`src/rtl/rv_multicycle_ctrl_if.sv`:
```
// rtl/rv_multicycle_ctrl_if.sv - handshake and control-strobe bundle between the sequencer and the datapath/memories
interface rv_multicycle_ctrl_if #(
    parameter int CNT_W = 32
);
    logic [31:0]      inst;
    logic             branch_taken;
    logic             imem_ready;
    logic             dmem_ready;
    logic             imem_req;
    logic             dmem_req;
    logic             dmem_we;
    logic             ir_we;
    logic             pc_we;
    logic             pc_sel;
    logic             reg_we;
    logic [1:0]       alu_op;
    logic [1:0]       wb_sel;
    logic             illegal;
    logic             bus_err;
    logic [CNT_W-1:0] instret;

    modport master (
        input  inst, branch_taken, imem_ready, dmem_ready,
        output imem_req, dmem_req, dmem_we, ir_we, pc_we, pc_sel, reg_we,
               alu_op, wb_sel, illegal, bus_err, instret
    );

    modport slave (
        output inst, branch_taken, imem_ready, dmem_ready,
        input  imem_req, dmem_req, dmem_we, ir_we, pc_we, pc_sel, reg_we,
               alu_op, wb_sel, illegal, bus_err, instret
    );
endinterface

```
`src/rtl/rv_multicycle_ctrl.sv`:
```
// rtl/rv_multicycle_ctrl.sv - RV32I multi-cycle FETCH/DECODE/EXEC/MEM/WB control sequencer
// Traps on illegal opcodes and memory timeouts; counts retired instructions.
module rv_multicycle_ctrl #(
    parameter int MEM_TIMEOUT = 255,
    parameter int CNT_W       = 32
) (
    input  logic                clk,
    input  logic                rst,
    rv_multicycle_ctrl_if.master ctl
);
    localparam int            TW      = $clog2(MEM_TIMEOUT + 1);
    localparam logic [TW-1:0] TO_LAST = TW'(MEM_TIMEOUT - 1);

    localparam logic [6:0] OP_R     = 7'b0110011;
    localparam logic [6:0] OP_I     = 7'b0010011;
    localparam logic [6:0] OP_LOAD  = 7'b0000011;
    localparam logic [6:0] OP_STORE = 7'b0100011;
    localparam logic [6:0] OP_BR    = 7'b1100011;
    localparam logic [6:0] OP_JAL   = 7'b1101111;
    localparam logic [6:0] OP_JALR  = 7'b1100111;
    localparam logic [6:0] OP_LUI   = 7'b0110111;

    typedef enum logic [2:0] {
        S_FETCH  = 3'd0,
        S_DECODE = 3'd1,
        S_EXEC   = 3'd2,
        S_MEM    = 3'd3,
        S_WB     = 3'd4,
        S_TRAP   = 3'd7
    } state_t;

    state_t           state_q, state_d;
    logic [6:0]       op_q, op_d;
    logic [TW-1:0]    tmo_q, tmo_d;
    logic             run_q;
    logic             illegal_q, illegal_d;
    logic             bus_err_q, bus_err_d;
    logic [CNT_W-1:0] instret_q;

    logic       imem_req, dmem_req, dmem_we, ir_we, pc_we, pc_sel, reg_we;
    logic [1:0] alu_op, wb_sel;
    logic       opc_legal;
    logic       is_jump;

    always_comb begin
        opc_legal = 1'b0;
        case (ctl.inst[6:0])
            OP_R, OP_I, OP_LOAD, OP_STORE, OP_BR, OP_JAL, OP_JALR, OP_LUI: opc_legal = 1'b1;
            default: opc_legal = 1'b0;
        endcase
    end

    assign is_jump = (op_q == OP_JAL) || (op_q == OP_JALR);

    always_comb begin
        state_d   = state_q;
        op_d      = op_q;
        tmo_d     = '0;
        illegal_d = illegal_q;
        bus_err_d = bus_err_q;
        imem_req  = 1'b0;
        dmem_req  = 1'b0;
        dmem_we   = 1'b0;
        ir_we     = 1'b0;
        pc_we     = 1'b0;
        pc_sel    = 1'b0;
        reg_we    = 1'b0;
        alu_op    = 2'b00;
        wb_sel    = 2'b00;
        case (state_q)
            // run_q holds off the first fetch until one edge after reset release
            S_FETCH: begin
                if (run_q) begin
                    imem_req = 1'b1;
                    if (ctl.imem_ready) begin
                        ir_we   = 1'b1;
                        state_d = S_DECODE;
                    end else if (tmo_q == TO_LAST) begin
                        state_d   = S_TRAP;
                        bus_err_d = 1'b1;
                    end else begin
                        tmo_d = tmo_q + 1'b1;
                    end
                end
            end
            S_DECODE: begin
                op_d = ctl.inst[6:0];
                if (opc_legal) begin
                    state_d = S_EXEC;
                end else begin
                    state_d   = S_TRAP;
                    illegal_d = 1'b1;
                end
            end
            S_EXEC: begin
                case (op_q)
                    OP_R, OP_I: alu_op = 2'b10;
                    OP_BR:      alu_op = 2'b01;
                    OP_LUI:     alu_op = 2'b11;
                    default:    alu_op = 2'b00;
                endcase
                if (op_q == OP_BR) begin
                    pc_we   = 1'b1;
                    pc_sel  = ctl.branch_taken;
                    state_d = S_FETCH;
                end else if (op_q == OP_LOAD || op_q == OP_STORE) begin
                    state_d = S_MEM;
                end else begin
                    state_d = S_WB;
                end
            end
            S_MEM: begin
                dmem_req = 1'b1;
                dmem_we  = (op_q == OP_STORE);
                if (ctl.dmem_ready) begin
                    if (op_q == OP_STORE) begin
                        pc_we   = 1'b1;
                        state_d = S_FETCH;
                    end else begin
                        state_d = S_WB;
                    end
                end else if (tmo_q == TO_LAST) begin
                    state_d   = S_TRAP;
                    bus_err_d = 1'b1;
                end else begin
                    tmo_d = tmo_q + 1'b1;
                end
            end
            S_WB: begin
                reg_we  = 1'b1;
                wb_sel  = (op_q == OP_LOAD) ? 2'b01 : (is_jump ? 2'b10 : 2'b00);
                pc_we   = 1'b1;
                pc_sel  = is_jump;
                state_d = S_FETCH;
            end
            S_TRAP: state_d = S_TRAP;
            default: state_d = S_FETCH;
        endcase
    end

    always_ff @(posedge clk or negedge rst) begin
        if (!rst) begin
            state_q   <= S_FETCH;
            op_q      <= '0;
            tmo_q     <= '0;
            run_q     <= 1'b0;
            illegal_q <= 1'b0;
            bus_err_q <= 1'b0;
            instret_q <= '0;
        end else begin
            state_q   <= state_d;
            op_q      <= op_d;
            tmo_q     <= tmo_d;
            run_q     <= 1'b1;
            illegal_q <= illegal_d;
            bus_err_q <= bus_err_d;
            if (pc_we) instret_q <= instret_q + 1'b1;
        end
    end

    assign ctl.imem_req = imem_req;
    assign ctl.dmem_req = dmem_req;
    assign ctl.dmem_we  = dmem_we;
    assign ctl.ir_we    = ir_we;
    assign ctl.pc_we    = pc_we;
    assign ctl.pc_sel   = pc_sel;
    assign ctl.reg_we   = reg_we;
    assign ctl.alu_op   = alu_op;
    assign ctl.wb_sel   = wb_sel;
    assign ctl.illegal  = illegal_q;
    assign ctl.bus_err  = bus_err_q;
    assign ctl.instret  = instret_q;
endmodule

```
`src/flat_wrapper.sv`:
```
// flat-port wrapper written by rule: the top's interface ports become plain ports
module rv_multicycle_ctrl_flat 
#(
    parameter int MEM_TIMEOUT = 255,
    parameter int CNT_W       = 32
)
  (clk, rst, ctl_inst, ctl_branch_taken, ctl_imem_ready, ctl_dmem_ready, ctl_imem_req, ctl_dmem_req, ctl_dmem_we, ctl_ir_we, ctl_pc_we, ctl_pc_sel, ctl_reg_we, ctl_alu_op, ctl_wb_sel, ctl_illegal, ctl_bus_err, ctl_instret);
  rv_multicycle_ctrl_if #(.CNT_W(CNT_W)) ctl_i ();
  input  logic clk;
  input  logic rst;
  input wire logic [$bits(ctl_i.inst)-1:0] ctl_inst;
  input wire logic [$bits(ctl_i.branch_taken)-1:0] ctl_branch_taken;
  input wire logic [$bits(ctl_i.imem_ready)-1:0] ctl_imem_ready;
  input wire logic [$bits(ctl_i.dmem_ready)-1:0] ctl_dmem_ready;
  output wire logic [$bits(ctl_i.imem_req)-1:0] ctl_imem_req;
  output wire logic [$bits(ctl_i.dmem_req)-1:0] ctl_dmem_req;
  output wire logic [$bits(ctl_i.dmem_we)-1:0] ctl_dmem_we;
  output wire logic [$bits(ctl_i.ir_we)-1:0] ctl_ir_we;
  output wire logic [$bits(ctl_i.pc_we)-1:0] ctl_pc_we;
  output wire logic [$bits(ctl_i.pc_sel)-1:0] ctl_pc_sel;
  output wire logic [$bits(ctl_i.reg_we)-1:0] ctl_reg_we;
  output wire logic [$bits(ctl_i.alu_op)-1:0] ctl_alu_op;
  output wire logic [$bits(ctl_i.wb_sel)-1:0] ctl_wb_sel;
  output wire logic [$bits(ctl_i.illegal)-1:0] ctl_illegal;
  output wire logic [$bits(ctl_i.bus_err)-1:0] ctl_bus_err;
  output wire logic [$bits(ctl_i.instret)-1:0] ctl_instret;
  assign ctl_i.inst = ctl_inst;
  assign ctl_i.branch_taken = ctl_branch_taken;
  assign ctl_i.imem_ready = ctl_imem_ready;
  assign ctl_i.dmem_ready = ctl_dmem_ready;
  assign ctl_imem_req = ctl_i.imem_req;
  assign ctl_dmem_req = ctl_i.dmem_req;
  assign ctl_dmem_we = ctl_i.dmem_we;
  assign ctl_ir_we = ctl_i.ir_we;
  assign ctl_pc_we = ctl_i.pc_we;
  assign ctl_pc_sel = ctl_i.pc_sel;
  assign ctl_reg_we = ctl_i.reg_we;
  assign ctl_alu_op = ctl_i.alu_op;
  assign ctl_wb_sel = ctl_i.wb_sel;
  assign ctl_illegal = ctl_i.illegal;
  assign ctl_bus_err = ctl_i.bus_err;
  assign ctl_instret = ctl_i.instret;
  rv_multicycle_ctrl #(.MEM_TIMEOUT(MEM_TIMEOUT), .CNT_W(CNT_W)) u_core (.clk(clk), .rst(rst), .ctl(ctl_i));
endmodule
```
`config.mk`:
```
export PLATFORM = sky130hd
export DESIGN_NAME = rv_multicycle_ctrl_flat
export DESIGN_NICKNAME = d
export VERILOG_FILES = /design/src/rtl/rv_multicycle_ctrl_if.sv /design/src/rtl/rv_multicycle_ctrl.sv /design/src/flat_wrapper.sv
export SDC_FILE = /design/constraint.sdc
export NUM_CORES = 1
export LEC_CHECK = 0
export CAP_MARGIN = 40
export CORE_MARGIN = 2
export CORE_UTILIZATION = 55
export DETAILED_ROUTE_END_ITERATION = 8
export DONT_BUFFER_PORTS = 1
export PLACE_DENSITY = 0.7
export SLEW_MARGIN = 25
export SYNTH_ARGS = -nofsm -noshare
export SYNTH_HDL_FRONTEND = slang
export SYNTH_SLANG_ARGS = --single-unit
```
`constraint.sdc`:
```
create_clock -name clk -period 2.21 [get_ports clk]
set_clock_uncertainty 0.2 [all_clocks]
set_input_delay 0.221 -clock clk [delete_from_list [all_inputs] [get_ports clk]]
set_output_delay 0.221 -clock clk [all_outputs]
set_load 0.05 [all_outputs]
```
==> results of run 1 <==
-- layout by cell type, fill, tap and decap left out, types with 2 or more instances in the layout --
cell type / n
dfrtp_2: 10
nand4_1: 11
and2_1: 3
xnor2_1: 29
xor2_1: 8
a31oi_1: 2
nor2_1: 22
a211oi_1: 2
clkbuf_8: 6
nor3b_2: 3
mux2_2: 7
nand3_1: 17
nor2b_1: 4
ha_1: 3
a21oi_1: 4
o31ai_1: 2
inv_1: 6
and3_2: 2
buf_6: 2
and4_1: 5
nor3_1: 4
dfrtp_1: 43
nand2_1: 25
and4bb_2: 2
o21ai_0: 7
nor4_4: 2
dlygate4sd3_1: 9
nand2b_1: 5
and3_1: 6
buf_4: 52
-- layer usage --
metal	up-vias	GRT usage, %
met5	-	0
met4	0	6.35
met3	5	5.83
met2	50	35.6
met1	1046	29.5
li1	1059	-
-- state kept, by name, indices dropped and copies added (netlist names) --
signal and flops:
u_core.ctl.instret 32, u_core.tmo_q 8, u_core.op_q 7, u_core.state_q 3
u_core.ctl.bus_err 1, u_core.ctl.illegal 1, u_core.run_q 1
-- worst max-delay path: stages, from the launching register on --
cell and delay (ps):
dfrtp_1 420, inv_2 60, or3_4 400, buf_6 140, nor4_4 150, a41o_1 180, buf_12 140
-- cells in the mapped netlist, types with 3 or more instances --
library cell / count
a21oi_1: 4
inv_1: 7
and4_1: 5
nor2b_1: 4
mux2_2: 7
xor2_1: 8
dfrtp_1: 53
nor2_1: 22
nand4_1: 11
nor3_1: 5
nand2_1: 26
nand2b_1: 5
xnor2_1: 29
and3_1: 7
nand3_1: 17
ha_1: 3
o21ai_0: 7
and2_1: 4
clkbuf_1: 5
buf_2: 3
-- repair_timing --
item                                   CTS  global route
endpoints found under the hold margin   61             0
setup endpoints to repair                4             7
pin swaps                                1             2
gates resized for setup                  7             3
hold buffers                            10             0
buffers inserted                         2             3
-- final timing paths --
path / start / to / cells past startpoint
worst max register to register: u_core.op_q[3] / u_core.ctl.instret[26] / 5
max in group asynchronous: rst / u_core.ctl.instret[17] / 2
worst max-delay path: u_core.state_q[2] / ctl_pc_sel / 6
min in group asynchronous: rst / u_core.ctl.instret[3] / 2
worst min-delay path: ctl_dmem_ready / u_core.state_q[0] / 3
worst min register to register: u_core.tmo_q[0] / u_core.tmo_q[0] / 1
-- layout make-up --
type                    instances  area, sq um
multi-input cells             197         1390
flip-flops and latches         53         1340
fillers                       351         1250
repair buffers                 66          566
clock buffers                   7         86.3
well taps                      67         83.8
inverters                       7         26.3
clock inverters                 1         7.51
-- kinds of logic (layout without fill, tap and decap cells) --
logic type / count (synthesis) / in the layout / share of synthesized area [%]
mux: 7 / 7 / 2.88
compound gates: 28 / 28 / 8.46
simple gates: 121 / 121 / 24.6
buf+inv: 15 / 81 / 2.20
other cells: 1 / 1 / 0.137
flops: 53 / 53 / 48.5
fa+ha+maj: 3 / 3 / 1.37
xor+xnor: 37 / 37 / 11.8
-- power by group through the flow --
stage,logic (uW),registers [uW],clock network [uW]
final,1280,1240,561
after global routing,1390,1260,613
after CTS,1240,1230,576
after detailed placement,1170,1250,0
after global placement,1150,1240,0
after floorplan,645,1450,0
-- metrics by stage --
stage	std cells	TNS, ps	cell area (sq um)	total power [uW]
after floorplan	265	-293	2780	2090
after global placement	375	0	3220	2400
after detailed placement	375	0	3220	2420
after CTS	395	-0.817	3470	3050
after global routing	398	-137	3500	3260
final	398	-5.19	3500	3080
==> flow_summary.toml, run 1 <==
[clocking]
cts_root_buf = "clkbuf_8"
cts_buffers = 5
cts_buffer_depth = 2
clock_sinks = 53
h-tree-depth = 2
clkLatencyLatePin_ps = 300
tritoncts = "built"
path_clk_slew_ps = 90

[routing]
met2WireLength_mm = 2.84
wirelength_met1_mm = 2.68
routedWlPerCell_um = 14.7
vias = 2160
drt_iter0_markers = 147
drc = 0
maxUsedRoutingLayer = "met4"
via_per_inst = 5.43
dr.pass1.iters = 4
drt_wl_total_mm = 5.85
detail-route-antenna-nets = 0
wl_met3_um = 280

[power]
pwr_density_cell_nw_per_um2 = 879
p_int_uw = 1860
swShare_pct = 39.5
leakagePower_uw = 0.00150
pwr-share-seq_pct = 40.2
power_frac_clock_pct = 18.2
p_sw_uw = 1220
ir_drop_uv = 526
p_comb_share_pct = 41.6

[synth]
synthArstFlopShare_pct = 100
syn_avg_cell_area_sq_um = 10.3
syn_nets = 305
synth_top_area_share_pct = 48.5
ys_top_cells_by_area = "dfrtp_1, xnor2_1, nand2_1, nand3_1, nor2_1"
synth_warnings = 0
syn_area_sq_um = 2740
yosys.area.top_type = "dfrtp_1"
ys_types = 46
synth_seq_area_share_pct = 48.5
ys_ff_latch = 53
synth_edf_count = 0
postSynthCellCount = 265
synth_ff_type = "dfrtp_1"

[place]
gp_congestion = 0.784
post-dp-hpwl_mm = 4.06
io_buffers = 0
pre_cts_slack_ps = 97.4

[critical_path]
cp.required_ps = 1790
end_kind = "output pin"
path_class = "register to output pin"
r2r_slack_ps = 100
critPathMaxFanout = 4
start_kind = "register"
cp_data_arrival_time_ps = 1790

[timing]
setup_slack_ps = -5.19
rsz0062_at_grt = "true"
hold_viol = 0
max_freq_mhz = 451
final-setup-viol-count = 1
period_needed_ps = 2220
fin_crit_sh_pct = 100
hold_slack_ps = 30.7
finalMaxSlewViolations = 0

[global_route]
grt_pass1_wl_mm = 9.45
grt_pass1_vias = 2085
antenna_found_initial = 0
grt_use_total_pct = 22.1
grt_max_degree = 54
gr-total-overflow = 0

[cells_and_area]
antennaDiodeCount = 0
nNetsFinal = 370
post-route-util_pct = 73.7
drive_gt1_share_pct = 30.5
syn_to_final_growth_pct = 28.0

[die]
design.die.area_sq_um = 5550
die_width_um = 74.5
core_sq_um = 4750
ioPinCount = 82
die_h_um = 74.5
start_util_pct = 57.5
num_rows = 25

[status]
violations = "negative setup slack"
outcome = "complete, but fails checks"

[flow_run]
maxCapViolations = 0

[worst_hold_path]
hp-class = "input pin to register"
Note: power is estimated with default switching activity, not from simulation.
==> run 2, diff against run 1 <==
- CORE_UTILIZATION: 55 -> 35
- PLACE_DENSITY: 0.7 -> unset
==> flow_summary.toml, run 2 (synthesis gave the netlist of run 1 again) <==
[critical_path]
endpoint = "ctl_ir_we"
crit_buf_inv = 2
max_stage_delay_ps = 520
end_kind = "output pin"
path_cells = "buf_4 > buf_4 > nor3_1 > and3_1"
crit_family = "simple AND/OR/NAND/NOR gates"
rr_endpoint = "u_core.ctl.instret[22]"
start_kind = "register"
path_class = "register to output pin"
r2r_cells = 8
critPathMaxFanout = 5
crit_top_cell = "buf_4"
worstSetupStartpoint = "u_core.state_q[2]"
reg2reg_from = "u_core.state_q[2]"
cp.required_ps = 1790
cp_slowest_cell = "and3_1"
worst-path-stages = 4
r2r_slack_ps = 60
cp_data_arrival_time_ps = 1730

[cells_and_area]
final_cells = 428
antennaDiodeCount = 0
largest_reg_flops = 32
nNetsFinal = 365
final_common_cell = "buf_4"
final_cell_mix = "buf_4, dfrtp_1, xnor2_1"
drive_gt1_share_pct = 29.1
syn_to_final_growth_pct = 28.0

[worst_hold_path]
min_from = "ctl_inst[0]"
hp-class = "input pin to register"

[place]
io_buffers = 0
post-dp-hpwl_mm = 4.45
pre_cts_slack_ps = 131
gp_congestion = 0.823
dp_cells = 407

[global_route]
grt_pass1_vias = 2148
grt_use_total_pct = 15.1
grt_pass1_wl_mm = 10.3
antenna_found_initial = 0
gr-total-overflow = 0
grt_max_degree = 54

[timing]
period_needed_ps = 2150
hold_slack_ps = 51.7
fin_crit_sh_pct = 97.2
max_freq_mhz = 465
rsz0062_at_grt = "true"
setup_slack_ps = 61.7
maxSlewHeadroom_pct = 61.7
final-setup-viol-count = 0
tightestPinTransition_ps = 575
hold_viol = 0
finalMaxSlewViolations = 0

[routing]
via_per_inst = 5.03
drt_wl_total_mm = 6.14
drt_iter0_markers = 69
vias = 2153
drc = 0
detail-route-antenna-nets = 0
routedWlPerCell_um = 14.4
dr.pass1.iters = 4

[power]
leakagePower_uw = 0.00147
pwr_density_cell_nw_per_um2 = 866
power_uw = 3030
ir_drop_uv = 375

[clocking]
cts_root_buf = "clkbuf_8"
tritoncts = "built"
path_clk_slew_ps = 100
clkLatencyLatePin_ps = 310
h-tree-depth = 2
cts_buffer_depth = 2
clock_sinks = 53
cts_buffers = 5

[flow_run]
maxCapViolations = 0

[die]
core_sq_um = 7650
start_util_pct = 35.8
num_rows = 32
ioPinCount = 82
die_h_um = 92.4
die_width_um = 92.4
design.die.area_sq_um = 8540

[status]
outcome = "finished clean"
run 2: power by group:
group | internal [uW] | switching [uW] | leakage [uW] | total, uW
sequential | 1120 | 138 | 0.000678 | 1250
clock | 223 | 330 | 0.0000364 | 553
combinational | 459 | 766 | 0.000756 | 1230
run 2: worst min-delay path by stage:
stage / end / slack (ps) / depth (start not counted)
6_report: u_core.ctl.illegal / 50 / 3
5_1_grt: u_core.ctl.illegal / 70 / 3
4_1_cts: u_core.state_q[0] / 30 / 3
3_5_place_dp: u_core.ctl.instret[4] / -270 / 0
3_3_place_gp: u_core.ctl.instret[4] / -270 / 0
2_1_floorplan: u_core.ctl.bus_err / -270 / 0
run 2: routing by layer:
| layer | part of all wire (%) | track usage (%) | up-vias |
|---|---|---|---|
| li1 | - | - | 1052 |
| met3 | 6.0 | 3.99 | 2 |
| met2 | 49 | 25.1 | 54 |
| met5 | 0 | 0 | - |
| met1 | 45 | 19.6 | 1045 |
| met4 | 0.26 | 3.73 | 0 |
run 2: layout make-up:
cell class | instances | area, sq um
clock buffer | 5 | 68.8
clock inverter | 3 | 22.5
fill | 742 | 4150
inverter | 7 | 26.3
multi-input combinational | 197 | 1380
sequential | 53 | 1340
tap | 102 | 128
timing repair buffer | 61 | 534
run 2: timing repair:
item / 4_1_cts / 5_1_grt
hold buffers: 9 / 0
endpoints found under the hold margin: 60 / 0
setup buffers: 3 / 1
resized for setup: 1 / 4
pin swaps: 1 / 1
endpoints found under the setup margin: 2 / 19
run 2: stage by stage:
stage	TNS, ps	util, %	area [sq um]
finish	0	45.8	3500
global route	-98.1	45.8	3500
CTS	0	45.5	3480
detailed placement	0	42.6	3260
global placement	0	42.6	3260
floorplan	-293	-	2780
run 2: worst reg2reg max path, stage by stage (launching register included):
cell and delay [ps]:
dfrtp_1 410, buf_4 150, and4bb_2 310, o2111ai_4 130, buf_6 180, a211oi_4 230
buf_12 160, nand4_1 120, xnor2_1 150
==> run 3, diff against run 2 <==
- DONT_BUFFER_PORTS: 1 -> unset
- PLACE_DENSITY: unset -> 0.63
==> flow_summary.toml, run 3 (synthesis gave the netlist of run 1 again) <==
[power]
p_sw_uw = 1280
leakagePower_uw = 0.00163
power_uw = 3460
pwr-share-seq_pct = 36.5
power_frac_clock_pct = 22.1
p_int_uw = 2190
pwr_density_cell_nw_per_um2 = 858
p_comb_share_pct = 41.4
swShare_pct = 36.9
ir_drop_uv = 420

[critical_path]
rr_endpoint = "u_core.ctl.instret[18]"
start_kind = "register"
cp.required_ps = 1790
path_class = "register to output pin"
cp_data_arrival_time_ps = 1800
r2r_cells = 9
path_cells = "buf_6 > and4bb_2 > o2111ai_4 > buf_4 > nand2_2 > buf_12"
end_kind = "output pin"
r2r_slack_ps = 0
critPathMaxFanout = 5
reg2reg_from = "u_core.state_q[2]"
cp_slowest_cell = "dfrtp_2"
max_stage_delay_ps = 460

[timing]
rsz0062_at_grt = "true"
fin_setup_tns_ps = -18.0
maxSlewHeadroom_pct = 64.2
setup_slack_ps = -15.7
max_freq_mhz = 449
tightestPinTransition_ps = 535
finalMaxSlewViolations = 0
hold_viol = 0
period_needed_ps = 2230
final-setup-viol-count = 2
fin_crit_sh_pct = 101

[clocking]
cts_buffers = 5
cts_buffer_depth = 2
path_clk_slew_ps = 100
tritoncts = "built"
clock_sinks = 53
h-tree-depth = 2
clkLatencyLatePin_ps = 310
cts_root_buf = "clkbuf_8"

[status]
violations = "negative setup slack"
outcome = "complete, but fails checks"

[cells_and_area]
drive_gt1_share_pct = 26.6
num-fill-cells = 692
post-route-util_pct = 52.8
largest_reg_flops = 32
final_common_cell = "clkdlybuf4s50_1"
antennaDiodeCount = 0
syn_to_final_growth_pct = 47.6
nNetsFinal = 393
final_cell_mix = "clkdlybuf4s50_1, dfrtp_1, xnor2_1"

[die]
die_width_um = 92.4
core_sq_um = 7650
ioPinCount = 82
num_rows = 32
start_util_pct = 35.8
design.die.area_sq_um = 8540
die_h_um = 92.4

[routing]
detail-route-antenna-nets = 0
drt_iter0_markers = 84
drt_wl_total_mm = 6.26
drc = 0
via_per_inst = 4.94
dr.pass1.iters = 4
routedWlPerCell_um = 13.7
vias = 2251

[worst_hold_path]
hp-class = "input pin to async pin"

[global_route]
gr-total-overflow = 0
grt_max_degree = 54
antenna_found_initial = 0
grt_pass1_wl_mm = 10.4
grt_pass1_vias = 2228
grt_use_total_pct = 15.0

[place]
gp_congestion = 0.823
post-dp-hpwl_mm = 4.33
io_buffers = 56

[flow_run]
maxCapViolations = 0
run 3: worst max-delay path by stage:
stage | slack (ps) | startpoint | depth (start not counted) | endpoint
after floorplan | -240 | u_core.state_q[1] | 4 | ctl_pc_sel
after global routing | -110 | u_core.state_q[2] | 8 | u_core.ctl.instret[22]
after detailed placement | -60 | ctl_dmem_ready | 7 | u_core.ctl.instret[31]
final | -20 | u_core.state_q[2] | 6 | ctl_pc_we
after CTS | -50 | u_core.state_q[2] | 5 | ctl_pc_sel
after global placement | -40 | ctl_dmem_ready | 7 | u_core.ctl.instret[31]
run 3: metal layers:
metal | global-route usage [%] | routed length [um] | up-vias
met5 | 0 | 0 | -
li1 | - | - | 1104
met3 | 4.07 | 301 | 4
met2 | 24.3 | 3070 | 44
met4 | 3.86 | 50 | 0
met1 | 20.0 | 2840 | 1099
run 3: critical path: cells and delay by family, from the launching register on:
family / cells / cell delay (ps)
simple gates: 2 / 410
flops: 1 / 460
buf+inv: 3 / 450
compound gates: 1 / 180
run 3: final cells by class:
cell class                 count  area, sq um  area share (%)
inverter                       7         26.3           0.651
timing repair buffer          89          976            24.2
clock inverter                 3         65.1            1.61
tap                          102          128            3.16
multi-input combinational    197         1430            35.5
clock buffer                   5         68.8            1.70
sequential                    53         1340            33.2
run 3: power groups by stage:
stage          clock network, uW  registers [uW]  logic, uW
2_1_floorplan                  0            1450        645
3_3_place_gp                   0            1270       1320
3_5_place_dp                   0            1280       1340
4_1_cts                      795            1260       1410
5_1_grt                      831            1290       1540
6_report                     766            1270       1430
run 3: timing repair:
| action | 4_1_cts | 5_1_grt |
|---|---|---|
| endpoints found under the hold margin | 53 | 0 |
| setup buffers | 8 | 5 |
| pin swaps | 4 | 15 |
| hold buffers | 1 | 0 |
| endpoints found under the setup margin | 5 | 31 |
| gates resized for setup | 7 | 18 |
| cloned | 0 | 1 |
run 3: through the flow:
| stage | std cells | setup slack [ps] | area, sq um | hold WS, ps |
|---|---|---|---|---|
| detailed placement | 434 | -61.4 | 3700 | 40.5 |
| global placement | 434 | -36.4 | 3700 | 36.4 |
| finish | 456 | -15.7 | 4040 | 214 |
| floorplan | 265 | -241 | 2780 | -275 |
| global route | 456 | -109 | 4040 | 231 |
| CTS | 451 | -45.3 | 3940 | 227 |
